## config.mk

```make
export PLATFORM = sky130hd
export DESIGN_NAME = regfile_sb_flat
export DESIGN_NICKNAME = d
export VERILOG_FILES = /design/src/rtl/regfile_pkg.sv /design/src/rtl/regfile_sb_if.sv /design/src/rtl/regfile_scoreboard.sv /design/src/rtl/regfile_sb.sv /design/src/flat_wrapper.sv
export SDC_FILE = /design/constraint.sdc
export NUM_CORES = 2
export LEC_CHECK = 0
export BUFFER_PORTS_ARGS = -buffer_cell sky130_fd_sc_hd__clkbuf_2
export CORE_UTILIZATION = 55
export DETAILED_ROUTE_END_ITERATION = 7
export GPL_TIMING_DRIVEN = 0
export PLACE_DENSITY = 0.72
export SYNTH_ARGS = -nofsm -noshare
export SYNTH_HDL_FRONTEND = slang
export SYNTH_SLANG_ARGS = --single-unit
```

## constraint.sdc

```tcl
create_clock -name clk -period 5.5 [get_ports clk]
set_input_delay 1.65 -clock clk [delete_from_list [all_inputs] [get_ports clk]]
set_output_delay 1.65 -clock clk [all_outputs]
set_load 0.01 [all_outputs]
```

## src/rtl/regfile_pkg.sv

```systemverilog
// rtl/regfile_pkg.sv - shared widths, write-port struct and busy-count delta helper
package regfile_pkg;

  localparam int D_WIDTH_DEF    = 32;
  localparam int ADDR_WIDTH_DEF = 5;
  localparam int NRD_MAX        = 4;

  typedef struct packed {
    logic                      we;
    logic [ADDR_WIDTH_DEF-1:0] addr;
    logic [D_WIDTH_DEF-1:0]    data;
  } wr_port_t;

  // Net change of the busy population: +1 for a newly set register,
  // -1 for each distinct busy register actually released this cycle.
  function automatic logic [2:0] busy_delta(input logic set_new,
                                            input logic rel0,
                                            input logic rel1);
    return {2'b00, set_new} - {2'b00, rel0} - {2'b00, rel1};
  endfunction

endpackage

```

## src/rtl/regfile_sb_if.sv

```systemverilog
// rtl/regfile_sb_if.sv - read, write, issue and status bundle of the register file
interface regfile_sb_if #(
  parameter int D_WIDTH    = 32,
  parameter int ADDR_WIDTH = 5,
  parameter int NRD        = 2
);
  logic [NRD*ADDR_WIDTH-1:0] raddr;
  logic [NRD*D_WIDTH-1:0]    rdata;
  logic [NRD-1:0]            rbusy;
  logic                      we0;
  logic [ADDR_WIDTH-1:0]     waddr0;
  logic [D_WIDTH-1:0]        wdata0;
  logic                      we1;
  logic [ADDR_WIDTH-1:0]     waddr1;
  logic [D_WIDTH-1:0]        wdata1;
  logic                      iss_valid;
  logic [ADDR_WIDTH-1:0]     iss_addr;
  logic                      iss_stall;
  logic [ADDR_WIDTH:0]       busy_cnt;

  modport master (
    output raddr, we0, waddr0, wdata0, we1, waddr1, wdata1, iss_valid, iss_addr,
    input  rdata, rbusy, iss_stall, busy_cnt
  );

  modport slave (
    input  raddr, we0, waddr0, wdata0, we1, waddr1, wdata1, iss_valid, iss_addr,
    output rdata, rbusy, iss_stall, busy_cnt
  );
endinterface

```

## src/rtl/regfile_scoreboard.sv

```systemverilog
// rtl/regfile_scoreboard.sv - per-register busy bits, busy count and WAW issue stall
module regfile_scoreboard
  import regfile_pkg::*;
#(
  parameter int ADDR_WIDTH = ADDR_WIDTH_DEF,
  localparam int DEPTH     = 1 << ADDR_WIDTH
) (
  input  logic                  clk,
  input  logic                  rst_n,
  input  logic                  we0,
  input  logic [ADDR_WIDTH-1:0] waddr0,
  input  logic                  we1,
  input  logic [ADDR_WIDTH-1:0] waddr1,
  input  logic                  iss_valid,
  input  logic [ADDR_WIDTH-1:0] iss_addr,
  output logic [DEPTH-1:0]      busy,
  output logic                  iss_stall,
  output logic [ADDR_WIDTH:0]   busy_cnt
);

  logic             clr0, clr1, iss_clr, set_ok;
  logic             rel0, rel1, set_new;
  logic [2:0]       delta;
  logic [DEPTH-1:0] busy_next;

  assign clr0    = we0 && (waddr0 != '0);
  assign clr1    = we1 && (waddr1 != '0);
  assign iss_clr = (clr0 && (waddr0 == iss_addr)) || (clr1 && (waddr1 == iss_addr));

  assign iss_stall = iss_valid && (iss_addr != '0) && busy[iss_addr] && !iss_clr;
  assign set_ok    = iss_valid && !iss_stall && (iss_addr != '0);

  // Only count registers that really flip; a set on a cleared register nets to zero
  // and two ports hitting one register release it once.
  assign rel0    = clr0 && busy[waddr0] && !(set_ok && (iss_addr == waddr0));
  assign rel1    = clr1 && busy[waddr1] && !(set_ok && (iss_addr == waddr1))
                   && !(clr0 && (waddr0 == waddr1));
  assign set_new = set_ok && !busy[iss_addr];
  assign delta   = busy_delta(set_new, rel0, rel1);

  // Next busy vector: clears first, then the issue set so a same-cycle set wins.
  always_comb begin
    busy_next = busy;
    if (clr0)   busy_next[waddr0]   = 1'b0;
    if (clr1)   busy_next[waddr1]   = 1'b0;
    if (set_ok) busy_next[iss_addr] = 1'b1;
  end

  // Busy vector and its running population count update together.
  always_ff @(posedge clk or negedge rst_n) begin
    if (!rst_n) begin
      busy     <= '0;
      busy_cnt <= '0;
    end else begin
      busy     <= busy_next;
      busy_cnt <= busy_cnt + {{(ADDR_WIDTH-2){delta[2]}}, delta};
    end
  end

endmodule

```

## src/rtl/regfile_sb.sv

```systemverilog
// rtl/regfile_sb.sv - register file with scoreboard; REGFILE_BYPASS_EN enables write-to-read bypass
module regfile_sb
  import regfile_pkg::*;
#(
  parameter int D_WIDTH    = D_WIDTH_DEF,
  parameter int ADDR_WIDTH = ADDR_WIDTH_DEF,
  parameter int NRD        = 2,
  localparam int DEPTH     = 1 << ADDR_WIDTH
) (
  input  logic        clk,
  input  logic        rst_n,
  regfile_sb_if.slave bus
);

  logic [D_WIDTH-1:0] mem [DEPTH];
  logic [DEPTH-1:0]   busy;

  regfile_scoreboard #(.ADDR_WIDTH(ADDR_WIDTH)) u_sb (
    .clk       (clk),
    .rst_n     (rst_n),
    .we0       (bus.we0),
    .waddr0    (bus.waddr0),
    .we1       (bus.we1),
    .waddr1    (bus.waddr1),
    .iss_valid (bus.iss_valid),
    .iss_addr  (bus.iss_addr),
    .busy      (busy),
    .iss_stall (bus.iss_stall),
    .busy_cnt  (bus.busy_cnt)
  );

  // Storage: port 1 is written last so it wins an address clash; R0 never written.
  always_ff @(posedge clk or negedge rst_n) begin
    if (!rst_n) begin
      for (int k = 0; k < DEPTH; k++) mem[k] <= '0;
    end else begin
      if (bus.we0 && (bus.waddr0 != '0)) mem[bus.waddr0] <= bus.wdata0;
      if (bus.we1 && (bus.waddr1 != '0)) mem[bus.waddr1] <= bus.wdata1;
    end
  end

  for (genvar i = 0; i < NRD; i++) begin : g_rd
    logic [ADDR_WIDTH-1:0] a;
    logic [D_WIDTH-1:0]    d;
    logic                  b;

    assign a = bus.raddr[i*ADDR_WIDTH +: ADDR_WIDTH];

    // Read mux with optional same-cycle bypass; R0 and reset force zero.
    always_comb begin
      d = mem[a];
      b = busy[a];
`ifdef REGFILE_BYPASS_EN
      if (bus.we1 && (bus.waddr1 == a)) begin
        d = bus.wdata1;
        b = bus.iss_valid && (bus.iss_addr == a);
      end else if (bus.we0 && (bus.waddr0 == a)) begin
        d = bus.wdata0;
        b = bus.iss_valid && (bus.iss_addr == a);
      end
`endif
      if ((a == '0) || !rst_n) begin
        d = '0;
        b = 1'b0;
      end
    end

    assign bus.rdata[i*D_WIDTH +: D_WIDTH] = d;
    assign bus.rbusy[i]                    = b;
  end

endmodule

```

## src/flat_wrapper.sv

```systemverilog
// flat-port wrapper written by rule: the top's interface ports become plain ports
module regfile_sb_flat import regfile_pkg::*;
#(
  parameter int D_WIDTH    = D_WIDTH_DEF,
  parameter int ADDR_WIDTH = ADDR_WIDTH_DEF,
  parameter int NRD        = 2,
  localparam int DEPTH     = 1 << ADDR_WIDTH
)
  (clk, rst_n, bus_raddr, bus_we0, bus_waddr0, bus_wdata0, bus_we1, bus_waddr1, bus_wdata1, bus_iss_valid, bus_iss_addr, bus_rdata, bus_rbusy, bus_iss_stall, bus_busy_cnt);
  regfile_sb_if #(.D_WIDTH(D_WIDTH), .ADDR_WIDTH(ADDR_WIDTH), .NRD(NRD)) bus_i ();
  input  logic clk;
  input  logic rst_n;
  input wire logic [$bits(bus_i.raddr)-1:0] bus_raddr;
  input wire logic [$bits(bus_i.we0)-1:0] bus_we0;
  input wire logic [$bits(bus_i.waddr0)-1:0] bus_waddr0;
  input wire logic [$bits(bus_i.wdata0)-1:0] bus_wdata0;
  input wire logic [$bits(bus_i.we1)-1:0] bus_we1;
  input wire logic [$bits(bus_i.waddr1)-1:0] bus_waddr1;
  input wire logic [$bits(bus_i.wdata1)-1:0] bus_wdata1;
  input wire logic [$bits(bus_i.iss_valid)-1:0] bus_iss_valid;
  input wire logic [$bits(bus_i.iss_addr)-1:0] bus_iss_addr;
  output wire logic [$bits(bus_i.rdata)-1:0] bus_rdata;
  output wire logic [$bits(bus_i.rbusy)-1:0] bus_rbusy;
  output wire logic [$bits(bus_i.iss_stall)-1:0] bus_iss_stall;
  output wire logic [$bits(bus_i.busy_cnt)-1:0] bus_busy_cnt;
  assign bus_i.raddr = bus_raddr;
  assign bus_i.we0 = bus_we0;
  assign bus_i.waddr0 = bus_waddr0;
  assign bus_i.wdata0 = bus_wdata0;
  assign bus_i.we1 = bus_we1;
  assign bus_i.waddr1 = bus_waddr1;
  assign bus_i.wdata1 = bus_wdata1;
  assign bus_i.iss_valid = bus_iss_valid;
  assign bus_i.iss_addr = bus_iss_addr;
  assign bus_rdata = bus_i.rdata;
  assign bus_rbusy = bus_i.rbusy;
  assign bus_iss_stall = bus_i.iss_stall;
  assign bus_busy_cnt = bus_i.busy_cnt;
  regfile_sb #(.D_WIDTH(D_WIDTH), .ADDR_WIDTH(ADDR_WIDTH), .NRD(NRD)) u_core (.clk(clk), .rst_n(rst_n), .bus(bus_i));
endmodule
```

==> impl_metrics.ini <==
[outcome]
status = finished, violations left
violations = setup timing

[floorplan]
rows = 128
die_h_um = 354
initial_core_util = 0.557
die_area_um2 = 125000
pin_count = 167
die_x_um = 354
fp.coreArea_um2 = 122000

[timing]
fin_worst_hold_slack_ns = 0.473
rsz0062_at_grt = true
report.final.slew_viol_count = 0
max_slew_margin = 0.0653
finalSetupViolCount = 62
fmax_mhz = 176
finalCritPeriodShare = 1.03
worst_pin_slew_ns = 1.40
layout_min_cycle_time_ns = 5.67
layout_setup_ws_ns = -0.166
hold_viol = 0
fin_skew_ns = 0.0294

[layout]
area_delta_synth_final_pct = 14.6
multi_input_area_um2 = 39400
fin_util = 0.638
seqCellArea_um2 = 26600
fill_cells = 10100
postLayoutCellArea_um2 = 78000
drive_above_1_share = 0.174
finalNetCount = 7384

[synthesis]
synth_ff_type = dfrtp_1
synth_area_per_cell_um2 = 9.69
synth-seq-cells = 1062
syn_inst = 7026
ys_seq_area_frac = 0.391
yosysWarnings = 0
netlist-cell-type-count = 61
netlist_area_um2 = 68100
syn_nets = 7127
async_flop_share = 1.00
synth-edff-count = 0

[grt]
grt_overflow_total = 0
grt_max_degree = 106
grt_pass1_vias = 63200
grt_pass1_wl_um = 479000
grtUsageTotal = 0.549
antenna_found_initial = 16

[clock_tree]
clockBufferDepth = 3
cts_root_buffer = clkbuf_16
cts_htree_levels = 4
clk_pin_slew_ns = 0.05
hold_buffers = 0
cts_tree = built
clkLatencyLatePin_ns = 0.83
clkSinkCount = 1062
cts_buffers = 130

[worst_setup_path]
arrival_ns = 4.02
path_class = primary input to primary output
worstRegToRegCells = 14
cp-end-kind = primary output
worst_path_max_delay_cell = clkbuf_2
reg2reg_to = u_core.u_sb.busy_cnt[5]
slowest_delay_ns = 0.53
cp_common_cell = clkbuf_2
worstPathRequired_ns = 3.85
critPathLaunchType = primary input
path_cells = clkbuf_2 -> clkbuf_4 -> clkbuf_2 -> o221ai_2 -> o31a_1 -> o21ai_2 -> o31ai_4 -> clkbuf_2
r2r_slack_ns = 1.84
r2r-start = u_core.u_sb.busy[30]
critPathMaxFanout = 10

[detailed_routing]
routed_via_density = 7.41
ant_nets = 0
vias = 66800
wire_per_inst_um = 39.0
first_iter_violations = 11800
routed_wl_um = 351000
first_pass_iters = 6
drc = 0

[min_path]
worstHoldEndpoint = u_core.mem[1008]
hold_path.class = flop to flop
worstHoldStart = u_core.mem[1008]
hold_depth = 1

[power_and_ir_drop]
intPower_mw = 18.5
swShare = 0.359
irDropWorstVdd_mv = 0.358
powerDensity_nw_per_um2 = 370
p_switching_mw = 10.4
p_leak_nw = 33.1
p_comb_frac = 0.277
seqPwrFrac = 0.407
pwr-share-clk = 0.316

[place]
dpl-instance-area_um2 = 70900
hpwlAfterDp_um = 273000
gp_congestion = 1.09
io_buffers = 102

[run]
max-cap-violations = 0
==> cells in the final DEF, fill, tap and decap left out, types with 101 or more instances in the layout <==
cell       synthesis  routed
a21oi_1          804     804
dfrtp_1         1062    1062
mux4_2           280     280
nand2_1          535     535
clkbuf_16          0     133
clkbuf_2           2     156
buf_4             59     101
o21ai_0          541     445
clkbuf_1         519     434
mux2i_1         1318    1315
nor2_1           840     837
==> metrics by stage <==
stage | power (mW) | setup TNS [ns] | cells | setup slack [ns]
floorplan | 16.0 | 0 | 7026 | 0.614
global placement | 18.5 | - | 8753 | -27.44
detailed placement | 18.9 | -90.53 | 8765 | -2.13
CTS | 28.1 | -0.334 | 8993 | -0.0847
global route | 29.5 | -0.282 | 8997 | -0.0621
finish | 28.8 | -4.57 | 9007 | -0.166
==> kinds of logic (layout without fill, tap and decap cells) <==
group | Yosys count | in the layout | synth area share
compound gates | 1861 | 1861 | 0.160
mux | 1667 | 1667 | 0.298
simple gates | 1561 | 1561 | 0.0935
flops | 1062 | 1062 | 0.391
buf+inv | 848 | 1193 | 0.0543
xor+xnor | 20 | 20 | 0.00257
fa+ha+maj | 7 | 7 | 0.00151
other cells | 0 | 11 | 0
==> per-layer routing <==
| metal | GRT usage | vias to the layer above | share of wire |
|---|---|---|---|
| met1 | 0.687 | 33000 | 0.35 |
| li1 | - | 26200 | - |
| met5 | 0.00226 | - | 0.00014 |
| met3 | 0.219 | 1464 | 0.15 |
| met4 | 0.465 | 8 | 0.10 |
| met2 | 0.737 | 6107 | 0.40 |
==> flip-flops by register name, summed over array words and instances (netlist names) <==
signal and count:
u_core.mem 1024, u_core.u_sb.busy 32, u_core.u_sb.busy_cnt 6
==> synth_stat cells (15+ instances only) <==
cell / number / area (um^2)
o21ai_0: 541 / 2710
nand3_1: 20 / 100
buf_4: 59 / 443
o211ai_1: 23 / 173
clkbuf_1: 519 / 1950
inv_1: 18 / 67.6
o221ai_1: 134 / 1170
nor3_1: 25 / 125
nor4_1: 71 / 444
nor2_1: 840 / 3150
mux2_2: 69 / 777
mux4_2: 280 / 6310
buf_2: 151 / 756
o31a_1: 15 / 131
o31ai_1: 117 / 878
mux2i_1: 1318 / 13200
a21oi_1: 804 / 4020
a211oi_1: 41 / 308
buf_1: 86 / 323
nand2_1: 535 / 2010
a211o_1: 51 / 447
o22ai_1: 71 / 444
o21a_1: 19 / 143
dfrtp_1: 1062 / 26600
==> how the worst max path moves through the flow <==
stage | startpoint | to | slack [ns] | cells after the start
floorplan | bus_raddr[5] | bus_rbusy[1] | 0.61 | 7
global placement | rst_n | bus_rdata[31] | -27.44 | 4
detailed placement | bus_raddr[2] | bus_rdata[30] | -2.13 | 10
CTS | bus_raddr[5] | bus_rdata[54] | -0.08 | 7
global route | bus_raddr[5] | bus_rdata[40] | -0.06 | 9
finish | bus_raddr[3] | bus_rdata[12] | -0.17 | 8
==> area by class of cell <==
class | instances | area share
diodes | 11 | 0.000353
clock buffers | 177 | 0.0480
repair buffers | 125 | 0.0137
multi-input cells | 5116 | 0.505
well taps | 1625 | 0.0261
inverters | 18 | 0.000866
flip-flops and latches | 1062 | 0.341
clock inverters | 43 | 0.00839
plain buffers | 830 | 0.0568
==> critical path, delay by kind of cell <==
kind	cells	cell delay [ns]
buffers and inverters	4	1.39
AO/OA/AOI/OAI	4	0.95
==> repair_timing <==
action / in CTS / in global routing
pin swaps: 25 / 32
gates cloned: 5 / 0
buffers inserted: 3 / 3
gates resized for setup: 581 / 197
setup endpoints to repair: 67 / 68
==> power groups by stage <==
stage                     logic, mW  registers [mW]  clock network [mW]
after detailed placement       7.21            11.7                   0
after floorplan                4.96            11.0                   0
after global placement         6.98            11.6                   0
after CTS                      7.58            11.6                9.00
final                          7.99            11.7                9.12
after global routing           8.31            11.9                9.29
Note: power is estimated with default switching activity, not from simulation.
